File: src/rtl/nv_nvdla_cmac_in_wt_stage_pkg.sv
// Shared CMAC input-stage parameters and lane helpers.
//  ATOMC     lanes per atom
//  BPE       bits per lane element
//  ATOMK_HF  MAC cells fed by this stage
//  STRIPE_ST / LAYER_END   bit positions inside the 9-bit data pd
package nv_nvdla_cmac_in_wt_stage_pkg;

    localparam int unsigned ATOMC     = 8;
    localparam int unsigned BPE       = 8;
    localparam int unsigned ATOMK_HF  = 4;
    localparam int unsigned ATOM_W    = ATOMC * BPE;
    localparam int unsigned PD_W      = 9;
    localparam int unsigned STRIPE_ST = 0;
    localparam int unsigned LAYER_END = 3;

    // Zero every lane whose mask bit is clear.
    function automatic logic [ATOM_W-1:0] mask_lanes(input logic [ATOM_W-1:0] data,
                                                     input logic [ATOMC-1:0]  mask);
        logic [ATOM_W-1:0] res;
        res = '0;
        for (int k = 0; k < int'(ATOMC); k++) begin
            res[k*BPE +: BPE] = mask[k] ? data[k*BPE +: BPE] : BPE'(0);
        end
        return res;
    endfunction

    // True when exactly one select bit is set.
    function automatic logic is_onehot(input logic [ATOMK_HF-1:0] sel);
        return (sel != '0) && ((sel & (sel - ATOMK_HF'(1))) == '0);
    endfunction

endpackage

File: src/rtl/nv_nvdla_cmac_wt_cell.sv
// One MAC cell's weight storage: shadow set written by the weight stream,
// active set presented to the MAC, swapped in on a data stripe start.
//  wr_en/wr_data   write a (pre-masked) weight atom into the shadow set
//  swap_en         stripe start seen; promotes shadow to active if loaded
//  clr_vld         layer end seen; drops actv_vld unless a swap happens now
//  actv/actv_vld   active weights and "holds a swapped-in set" flag
module nv_nvdla_cmac_wt_cell
    import nv_nvdla_cmac_in_wt_stage_pkg::*;
(
    input  logic              nvdla_core_clk,
    input  logic              nvdla_core_rstn,
    input  logic              wr_en,
    input  logic [ATOM_W-1:0] wr_data,
    input  logic              swap_en,
    input  logic              clr_vld,
    output logic [ATOM_W-1:0] actv,
    output logic              actv_vld
);

    logic [ATOM_W-1:0] shadow;
    logic              loaded;
    logic              do_swap_c;

    assign do_swap_c = swap_en & loaded;

    // Shadow capture; a same-cycle swap still reads the old shadow value.
    always_ff @(posedge nvdla_core_clk or negedge nvdla_core_rstn) begin
        if (!nvdla_core_rstn) begin
            shadow <= '0;
            loaded <= 1'b0;
        end else begin
            if (wr_en) begin
                shadow <= wr_data;
            end
            if (wr_en) begin
                loaded <= 1'b1;
            end else if (do_swap_c) begin
                loaded <= 1'b0;
            end
        end
    end

    // Active set; a swap outranks the layer-end clear.
    always_ff @(posedge nvdla_core_clk or negedge nvdla_core_rstn) begin
        if (!nvdla_core_rstn) begin
            actv     <= '0;
            actv_vld <= 1'b0;
        end else if (do_swap_c) begin
            actv     <= shadow;
            actv_vld <= 1'b1;
        end else if (clr_vld) begin
            actv_vld <= 1'b0;
        end
    end

endmodule

File: src/rtl/nv_nvdla_cmac_in_wt_stage.sv
// CMAC input stage: registers the data atom (masked lanes zeroed), routes
// weight atoms into per-cell shadow sets, and swaps them live on stripe start.
// Both paths have one cycle of latency so swapped weights line up with the
// stripe-start data beat.
//  wt_*            weight atom stream, wt_sel one-hot target cell
//  dat_*           data atom stream with pd flags
//  mac_dat_*       registered data atom
//  mac_wt_actv     active weights, cell c at [c*ATOM_W +: ATOM_W]
//  mac_wt_actv_vld per-cell active-set valid
//  wt_sel_err      sticky flag for a weight beat with bad select
module nv_nvdla_cmac_in_wt_stage
    import nv_nvdla_cmac_in_wt_stage_pkg::*;
(
    input  logic                       nvdla_core_clk,
    input  logic                       nvdla_core_rstn,
    input  logic                       wt_pvld,
    input  logic [ATOMC-1:0]           wt_mask,
    input  logic [ATOM_W-1:0]          wt_data,
    input  logic [ATOMK_HF-1:0]        wt_sel,
    input  logic                       dat_pvld,
    input  logic [ATOMC-1:0]           dat_mask,
    input  logic [ATOM_W-1:0]          dat_data,
    input  logic [PD_W-1:0]            dat_pd,
    output logic                       mac_dat_pvld,
    output logic [ATOMC-1:0]           mac_dat_mask,
    output logic [ATOM_W-1:0]          mac_dat_data,
    output logic [PD_W-1:0]            mac_dat_pd,
    output logic [ATOMK_HF*ATOM_W-1:0] mac_wt_actv,
    output logic [ATOMK_HF-1:0]        mac_wt_actv_vld,
    output logic                       wt_sel_err
);

    logic              sel_ok_c;
    logic              swap_c;
    logic              layer_end_c;
    logic [ATOM_W-1:0] wt_masked_c;

    assign sel_ok_c    = is_onehot(wt_sel);
    assign swap_c      = dat_pvld & dat_pd[STRIPE_ST];
    assign layer_end_c = dat_pvld & dat_pd[LAYER_END];
    assign wt_masked_c = mask_lanes(wt_data, wt_mask);

    // Sticky select error, cleared only by reset.
    always_ff @(posedge nvdla_core_clk or negedge nvdla_core_rstn) begin
        if (!nvdla_core_rstn) begin
            wt_sel_err <= 1'b0;
        end else if (wt_pvld && !sel_ok_c) begin
            wt_sel_err <= 1'b1;
        end
    end

    // Data pipe: valid every cycle, payload held between beats.
    always_ff @(posedge nvdla_core_clk or negedge nvdla_core_rstn) begin
        if (!nvdla_core_rstn) begin
            mac_dat_pvld <= 1'b0;
            mac_dat_mask <= '0;
            mac_dat_data <= '0;
            mac_dat_pd   <= '0;
        end else begin
            mac_dat_pvld <= dat_pvld;
            if (dat_pvld) begin
                mac_dat_mask <= dat_mask;
                mac_dat_data <= mask_lanes(dat_data, dat_mask);
                mac_dat_pd   <= dat_pd;
            end
        end
    end

    // One weight cell per MAC cell; a bad select writes nowhere.
    for (genvar c = 0; c < int'(ATOMK_HF); c++) begin : g_cell
        nv_nvdla_cmac_wt_cell u_cell (
            .nvdla_core_clk  (nvdla_core_clk),
            .nvdla_core_rstn (nvdla_core_rstn),
            .wr_en           (wt_pvld & sel_ok_c & wt_sel[c]),
            .wr_data         (wt_masked_c),
            .swap_en         (swap_c),
            .clr_vld         (layer_end_c),
            .actv            (mac_wt_actv[c*ATOM_W +: ATOM_W]),
            .actv_vld        (mac_wt_actv_vld[c])
        );
    end

endmodule

File: config.mk
export PLATFORM = sky130hd
export DESIGN_NAME = nv_nvdla_cmac_in_wt_stage
export DESIGN_NICKNAME = d
export VERILOG_FILES = /design/src/rtl/nv_nvdla_cmac_in_wt_stage_pkg.sv /design/src/rtl/nv_nvdla_cmac_wt_cell.sv /design/src/rtl/nv_nvdla_cmac_in_wt_stage.sv
export SDC_FILE = /design/constraint.sdc
export NUM_CORES = 1
export LEC_CHECK = 0
export ABC_AREA = 0
export ABC_CLOCK_PERIOD_IN_PS = 1380
export CORE_MARGIN = 2
export CORE_UTILIZATION = 32
export CTS_BUF_LIST = sky130_fd_sc_hd__clkbuf_16
export DETAILED_ROUTE_END_ITERATION = 6
export PLACE_DENSITY = 0.53
export SLEW_MARGIN = 20
export SYNTH_ARGS = -nofsm -noshare
export SYNTH_HDL_FRONTEND = slang
export SYNTH_HIERARCHICAL = 1
export SYNTH_SLANG_ARGS = --single-unit
File: constraint.sdc
create_clock -name nvdla_core_clk -period 1.38 [get_ports nvdla_core_clk]
set_input_delay 0.276 -clock nvdla_core_clk [delete_from_list [all_inputs] [get_ports nvdla_core_clk]]
set_output_delay 0.276 -clock nvdla_core_clk [all_outputs]
set_load 0.01 [all_outputs]
Word level (Yosys, flattened, before mapping):

Cells that the tools add are included.

* register bits: 603
* input port bits: 161
* output and inout port bits: 343
* logic and storage cells: 76

* add/sub/neg operators: 1
* muxes and demuxes: 29
* bitwise gates (word level): 12
* reductions and logical operators: 13

Operator list (number)
* $mux W8: 16
* $reduce_bool A2 Y1: 8
* $mux W1: 13
* $and A1 B1 Y1: 11
* $and A4 B4 Y4: 1
* $logic_not A4 Y1: 1
* $reduce_bool A4 Y1: 1
* $sub A4 B1 Y4 const B: 1
* $logic_and A1 B1 Y1: 2
* $logic_not A1 Y1: 1

Depth between registers and ports, before layout:

Gate-level depths: netlist of run 1.

* word-level depth: 7
* gate-level depth with buffers: 7
* mapped depth without buffers: 3

Cells and area by module:

The synthesis of run 1 kept the hierarchy.

By module, submodules not included
* nv_nvdla_cmac_wt_cell: instances 4, cells an instance 277, area an instance 5022.3 µm², sequential area each 3253.1 µm²
* nv_nvdla_cmac_in_wt_stage: instances 1, cells an instance 394, area an instance 3746.1 µm², sequential area each 2077.0 µm²

Worst setup path before layout of run 1:

OpenSTA, ideal clock, no wires.

* path type: input-to-reg
* start: in dat_pvld
* end: reg g_cell[0].u_cell.actv[14]
* setup time: 0.125 ns
* arrival: 1.536 ns
* data required time: 1.255 ns
* slack: -0.281 ns
* cell stages on the path: 7
* buffers on the path: 4
* path through: buf_2 buf_2 and2_1 nand2_1 buf_6 buf_6 mux2_4

* cells in the longest elaborated chain, start to end: 2

RTL lines
* start, declared: RTL line nv_nvdla_cmac_in_wt_stage.sv:20 `input logic dat_pvld,`
* $and A1 B1 Y1: RTL line nv_nvdla_cmac_in_wt_stage.sv:39 `assign swap_c = dat_pvld & dat_pd[STRIPE_ST];`
* net swap_c: RTL line nv_nvdla_cmac_in_wt_stage.sv:34 `logic swap_c;`
* $and A1 B1 Y1: RTL line nv_nvdla_cmac_wt_cell.sv:24 `assign do_swap_c = swap_en & loaded;`
* end signal, assigned: RTL line nv_nvdla_cmac_wt_cell.sv:49 `actv <= shadow;`
* end, declared: RTL line nv_nvdla_cmac_wt_cell.sv:16 `output logic [ATOM_W-1:0] actv,`

The timed path passes the listed nets, and every way through them passes these cells.
A chain may end at the register's enable or synchronous reset.

Worst setup path after layout of run 1:

* start: reg g_cell[2].u_cell.actv[8]
* end: out mac_wt_actv[136]

RTL lines
* start, declared: RTL line nv_nvdla_cmac_wt_cell.sv:16
* start signal, assigned: RTL line nv_nvdla_cmac_wt_cell.sv:49
* end, declared: RTL line nv_nvdla_cmac_in_wt_stage.sv:28 `output logic [ATOMK_HF*ATOM_W-1:0] mac_wt_actv,`

No word-level cell between the ends.

==> results of run 1 <==
==> per-stage QoR <==
step	instances	worst slack [ps]
finish	3320	-71.4
global route	3320	-123
global placement	2993	-753
detailed placement	2993	-790
CTS	3254	-126
floorplan	1502	-94.5
==> metal layers <==
layer | global-route usage [%] | part of all wire, % | up-vias
met4 | 5.48 | 2.5 | 0
li1 | - | - | 6789
met5 | 0 | 0 | -
met3 | 4.29 | 4.9 | 96
met1 | 21.5 | 41 | 7629
met2 | 30.7 | 51 | 333
==> logic make-up after synthesis <==
group / count (synthesis)
AO/OA/AOI/OAI: 75
XOR/XNOR: 1
buffers and inverters: 153
flip-flops: 603
multiplexers: 529
AND/OR/NAND/NOR: 141
==> final timing paths <==
check | endpoint | slack, ps | cells past startpoint
worst min-delay path | mac_dat_data[39] | 70 | 3
worst max register to register | g_cell[3].u_cell/actv[51] | 70 | 3
max in group asynchronous | g_cell[3].u_cell/actv[46] | 510 | 3
worst max-delay path | mac_wt_actv[136] | -70 | 1
min in group asynchronous | g_cell[0].u_cell/shadow[27] | 110 | 2
worst min register to register | wt_sel_err | 490 | 1
==> cell type report <==
type,instances,area share (%)
Tap cell,969,3.55
Sequential cell,603,44.2
Clock buffer,73,5.34
Antenna cell,3,0.0220
Multi-Input combinational cell,746,23.4
Timing Repair Buffer,804,21.7
Clock inverter,49,1.00
Inverter,73,0.802
==> Yosys cell counts <==
library cell / instances / area (sq um)
dfrtp_1: 603 / 15100
mux2_2: 333 / 3750
mux2_4: 196 / 2940
inv_1: 73 / 274
o21ai_0: 69 / 345
and2_1: 66 / 413
nand3_1: 64 / 320
buf_6: 24 / 270
buf_2: 22 / 110
buf_4: 20 / 150
clkbuf_1: 10 / 37.5
nand2_1: 5 / 18.8
a21o_1: 4 / 30.0
buf_1: 4 / 15.0
nor4_1: 2 / 12.5
nor4b_1: 2 / 17.5
a31o_1: 1 / 8.76
nand2b_1: 1 / 6.26
o211ai_1: 1 / 7.51
or4_1: 1 / 7.51
xor2_1: 1 / 8.76
==> where the power goes <==
group,leakage (nW),internal (mW),switching [mW]
Clock,1.12,10.3,7.29
Sequential,7.98,20.8,2.02
Combinational,8.50,6.90,3.99
Total,17.6,38.0,13.3
==> sequential cells by signal, indices dropped and copies added, names as in the netlist <==
| name | cells |
|---|---|
| g_cell.u_cell/actv | 256 |
| g_cell.u_cell/actv_vld | 4 |
| g_cell.u_cell/loaded | 4 |
| g_cell.u_cell/shadow | 256 |
| mac_dat_data | 64 |
| mac_dat_mask | 8 |
| mac_dat_pd | 9 |
| mac_dat_pvld | 1 |
| wt_sel_err | 1 |
==> timing repair <==
action / in CTS / in global routing
endpoints found under the setup margin: 597 / 457
setup buffers: 130 / 63
endpoints found under the hold margin: 394 / 0
gates resized for setup: 1601 / 49
pin swaps: 2 / 1
hold buffers: 1 / 0
gates cloned: 8 / 0
==> layout by cell type (no fill, tap or decap), drive strengths merged <==
master / count
and2: 66
xor2: 1
diode: 3
inv: 89
nor4b: 2
nand3: 64
o211ai: 1
clkinv: 28
dlygate4sd2: 2
nor4: 2
dlygate4sd3: 1
mux2: 529
dfrtp: 603
nand2b: 1
bufbuf: 2
bufinv: 4
nand2: 5
clkdlybuf4s50: 153
a21o: 4
clkdlybuf4s15: 1
a31o: 1
clkinvlp: 1
o21ai: 69
or4: 1
buf: 644
clkbuf: 74
==> impl_metrics.py, run 1 <==
metrics = {
    "status": {
        "status": "complete, but fails checks",
        "failed_checks": "setup timing",
    },
    "synth": {
        "ys_types": 21,
        "avgSynthCellArea_sq_um": 15.9,
        "synth_fa_ha_area_share_pct": 0,
        "synth-simple-area-share_pct": 3.34,
        "ys_seq_area_share_pct": 63.3,
        "synth_cells": 1502,
        "synthMuxAreaShare_pct": 28.1,
        "synth-compound-area-share_pct": 1.64,
        "synth_top_family_by_area": "multiplexers",
        "synth_nets": 1663,
        "yosysWarnings": 6,
        "synth-xor-area-share_pct": 0.0367,
        "syn_area_sq_um": 23800,
        "ys_ff_latch": 603,
    },
    "placed_design": {
        "postPlaceCellArea_sq_um": 30800,
        "gp_congestion": 0.780,
        "portBuffers": 503,
        "place_hpwl_mm": 46.1,
    },
    "clock_tree": {
        "cts_made_buffers": 70,
        "root_buffer": "clkbuf_16",
        "clk_pin_slew_ps": 60,
        "h-tree-depth": 3,
        "clk_latency_ps": 600,
        "cts_sinks": 603,
        "cts_tree": "yes",
        "clock_path_buffers": 3,
    },
    "power": {
        "powerDensity_nw_per_um2": 1500,
        "p_leak_nw": 17.6,
        "finalPower_mw": 51.2,
        "vdd_drop_max_mv": 0.849,
    },
    "timing": {
        "setup_slack_ps": -71.4,
        "finalCritPeriodShare_pct": 105,
        "drv_slew": 0,
        "rsz0062_at_grt": "yes",
        "worstMarginPinSlew_ps": 481,
        "fin_setup_tns_ps": -4850,
        "relSlewSlack_pct": 67.9,
        "holdWs_ps": 66.0,
        "hold_viol": 0,
        "setup_viol": 256,
        "fin_skew_ps": 21.4,
        "fmax_mhz": 689,
        "fin_crit_ps": 1450,
    },
    "drt": {
        "vias_per_cell": 4.47,
        "drc": 0,
        "drt_first_pass_iters": 4,
        "wl_mm": 68.2,
        "routedWlPerCell_microns": 20.6,
        "dr.first_iter.drc_count": 602,
        "via_count": 14800,
        "antenna_left": 0,
    },
    "critical_path": {
        "startpoint": "g_cell[2].u_cell/actv[8]",
        "end_kind": "output pin",
        "crit_fanout": 2,
        "critPathBufInv": 1,
        "crit_type": "reg2out",
        "path_cells": "buf_6",
        "path_delay_family": "flip-flops",
        "slowest_delay_ps": 440,
        "start_kind": "flop",
        "cp_slowest_cell": "dfrtp_1",
        "r2r-start": "g_cell[3].u_cell/loaded",
        "critPathArrivalTime_ps": 1180,
        "crit_required_ps": 1100,
    },
    "finish": {
        "area_delta_synth_final_pct": 43.4,
        "nNetsFinal": 2459,
        "multi_input_area_sq_um": 8000,
        "regArea_sq_um": 15100,
        "final_cell_area_sq_um": 34200,
        "n_fill_cell": 6661,
        "utilization_pct": 46.1,
        "drive_gt1_share_pct": 54.6,
    },
    "global_route": {
        "overflow": 0,
        "grt_pass1_vias": 16100,
        "grt_max_degree": 103,
        "grt_pass1_wl_mm": 102,
        "grt_use_total_pct": 17.6,
        "antenna_found_initial": 3,
    },
    "floorplanning": {
        "ios": 504,
        "initial_core_util_pct": 32.2,
        "row_count": 100,
        "dieArea_sq_um": 76700,
        "core-area_sq_um": 74100,
        "die_w_microns": 277,
        "die_y_microns": 277,
    },
    "flow_run": {
        "maxCapViolCount": 0,
    },
    "min_path": {
        "min_from": "dat_pvld",
        "hp-class": "in2reg",
    },
}
(Power assumes the default switching activity.)
==> run 2, diff against run 1 <==
--- a/config.mk
+++ b/config.mk
@@ -7,6 +7,7 @@
 export LEC_CHECK = 0
 export ABC_AREA = 0
 export ABC_CLOCK_PERIOD_IN_PS = 1380
+export CAP_MARGIN = 20
 export CORE_MARGIN = 2
 export CORE_UTILIZATION = 32
 export CTS_BUF_LIST = sky130_fd_sc_hd__clkbuf_16
==> results of run 2 <==
The final DEF is identical to that of run 1; final timing and power are the same.
==> run 3, diff against run 2 <==
--- a/config.mk
+++ b/config.mk
@@ -12,7 +12,9 @@
 export CORE_UTILIZATION = 32
 export CTS_BUF_LIST = sky130_fd_sc_hd__clkbuf_16
 export DETAILED_ROUTE_END_ITERATION = 6
+export GPL_ROUTABILITY_DRIVEN = 0
 export PLACE_DENSITY = 0.53
+export SKIP_LAST_GASP = 1
 export SLEW_MARGIN = 20
 export SYNTH_ARGS = -nofsm -noshare
 export SYNTH_HDL_FRONTEND = slang
==> run 3 against run 2 <==
Net effect: the run still ends with setup timing left; highest routed layer unchanged; count of clock-buffer cells in the layout is the same; utilization is the same; wire length is essentially flat; flip-flop and latch count is the same.
==> impl_metrics.py, run 3 (synthesis results as in run 1) <==
metrics = {
    "status": {
        "status": "complete, but fails checks",
        "failed_checks": "setup timing",
    },
    "drt": {
        "vias_per_cell": 4.47,
        "drc": 0,
        "wl_mm": 68.2,
        "antenna_left": 0,
        "routedWlPerCell_microns": 20.6,
        "via_count": 14800,
        "dr.first_iter.drc_count": 602,
        "drt_first_pass_iters": 4,
    },
    "floorplanning": {
        "die_w_microns": 277,
        "die_y_microns": 277,
        "ios": 504,
        "dieArea_sq_um": 76700,
        "row_count": 100,
        "core-area_sq_um": 74100,
        "initial_core_util_pct": 32.2,
    },
    "flow_run": {
        "maxCapViolCount": 0,
    },
    "critical_path": {
        "crit_required_ps": 1100,
        "startpoint": "g_cell[2].u_cell/actv[8]",
        "crit_type": "reg2out",
        "cp_slowest_cell": "dfrtp_1",
        "end_kind": "output pin",
        "path_cells": "buf_6",
        "critPathBufInv": 1,
        "critPathArrivalTime_ps": 1180,
        "r2r-start": "g_cell[3].u_cell/loaded",
        "r2r_slack_ps": 70,
        "path_delay_family": "flip-flops",
        "slowest_delay_ps": 440,
        "crit_fanout": 2,
        "start_kind": "flop",
    },
    "timing": {
        "finalCritPeriodShare_pct": 105,
        "relSlewSlack_pct": 67.9,
        "fin_skew_ps": 21.4,
        "fmax_mhz": 689,
        "setup_viol": 257,
        "drv_slew": 0,
        "fin_crit_ps": 1450,
        "hold_viol": 0,
        "setup_slack_ps": -71.5,
        "rsz0062_at_grt": "yes",
        "worstMarginPinSlew_ps": 481,
    },
    "clock_tree": {
        "clk_latency_ps": 600,
        "root_buffer": "clkbuf_16",
        "cts_sinks": 603,
        "cts_tree": "yes",
        "clk_pin_slew_ps": 60,
        "cts_made_buffers": 70,
        "h-tree-depth": 3,
        "clock_path_buffers": 3,
    },
    "power": {
        "vdd_drop_max_mv": 0.849,
        "powerDensity_nw_per_um2": 1500,
        "p_leak_nw": 17.6,
    },
    "finish": {
        "layout_commonest_cell": "dfrtp_1",
        "area_delta_synth_final_pct": 43.4,
        "drive_gt1_share_pct": 54.6,
        "final_cell_area_sq_um": 34200,
        "utilization_pct": 46.1,
        "top_regs": "g_cell.u_cell/actv (256), g_cell.u_cell/shadow (256), mac_dat_data (64)",
        "most-common-layout-cells": "dfrtp_1, mux2_2, buf_4, mux2_4, buf_6",
        "nNetsFinal": 2459,
    },
    "placed_design": {
        "postPlaceCellArea_sq_um": 30800,
        "place_hpwl_mm": 46.1,
        "portBuffers": 503,
    },
    "global_route": {
        "grt_pass1_vias": 16100,
        "antenna_found_initial": 3,
        "overflow": 0,
        "grt_pass1_wl_mm": 102,
        "grt_use_total_pct": 17.6,
        "grt_max_degree": 103,
    },
    "min_path": {
        "hp-class": "in2reg",
        "min_from": "dat_pvld",
    },
}
-- run 3: cell counts in the layout (fill, tap and decap cells not counted) --
No cell type changed its count.
-- run 3: final timing paths --
| kind | to | cells past startpoint |
|---|---|---|
| setup / recovery | mac_wt_actv[136] | 1 |
| hold / removal | mac_dat_data[39] | 3 |
| setup reg to reg | g_cell[3].u_cell/actv[51] | 3 |
| hold reg to reg | wt_sel_err | 1 |
| max in group asynchronous | g_cell[3].u_cell/actv[46] | 3 |
| min in group asynchronous | g_cell[0].u_cell/shadow[27] | 2 |
-- run 3: final cells by class --
| class | instances | area [sq um] |
|---|---|---|
| inverters | 73 | 274 |
| repair buffers | 804 | 7430 |
| diodes | 3 | 7.51 |
| multi-input cells | 746 | 8000 |
| fillers | 6661 | 39900 |
| flip-flops and latches | 603 | 15100 |
| well taps | 969 | 1210 |
| clock buffers | 73 | 1830 |
| clock inverters | 49 | 343 |
-- run 3: worst reg2reg max path: cells and delay by family (launching register included) --
kind | cells | cell delay [ps]
DFF | 1 | 400
and+or+nand+nor | 1 | 170
buffers and inverters | 1 | 260
muxes | 1 | 360
-- run 3: where the power goes --
part           internal [mW]  total [mW]  switching (mW)  leakage, nW
Clock                   10.3        17.6            7.29         1.12
Combinational           6.90        10.9            3.98         8.50
Sequential              20.8        22.8            2.02         7.98
Total                   38.0        51.2            13.3         17.6
-- run 3: timing repair --
item                                     CTS  global route
gates cloned                               8             0
endpoints found under the hold margin    394             0
resized for setup                       1599            51
endpoints found under the setup margin   597           457
hold buffers                               1             0
buffers inserted                         130            63
pin swaps                                  2             1
-- run 3: layer usage --
metal	share of wire [%]	track usage, %	vias up
met5	0	0	-
met2	51	30.7	335
met4	2.6	5.48	0
li1	-	-	6789
met1	41	21.5	7627
met3	5.0	4.29	98
-- run 3: stage by stage --
step / setup TNS, ps / instances / hold slack (ps) / setup slack, ps / total power, mW
finish: -4860 / 3320 / 65.9 / -71.5 / 51.2
global placement: -306350 / 2993 / 128 / -753 / 33.0
detailed placement: -313610 / 2993 / 127 / -790 / 33.2
floorplan: -26030 / 1502 / -19.6 / -94.5 / 27.0
CTS: -21680 / 3254 / 13.4 / -126 / 51.3
global route: -23290 / 3320 / 40.4 / -123 / 53.7
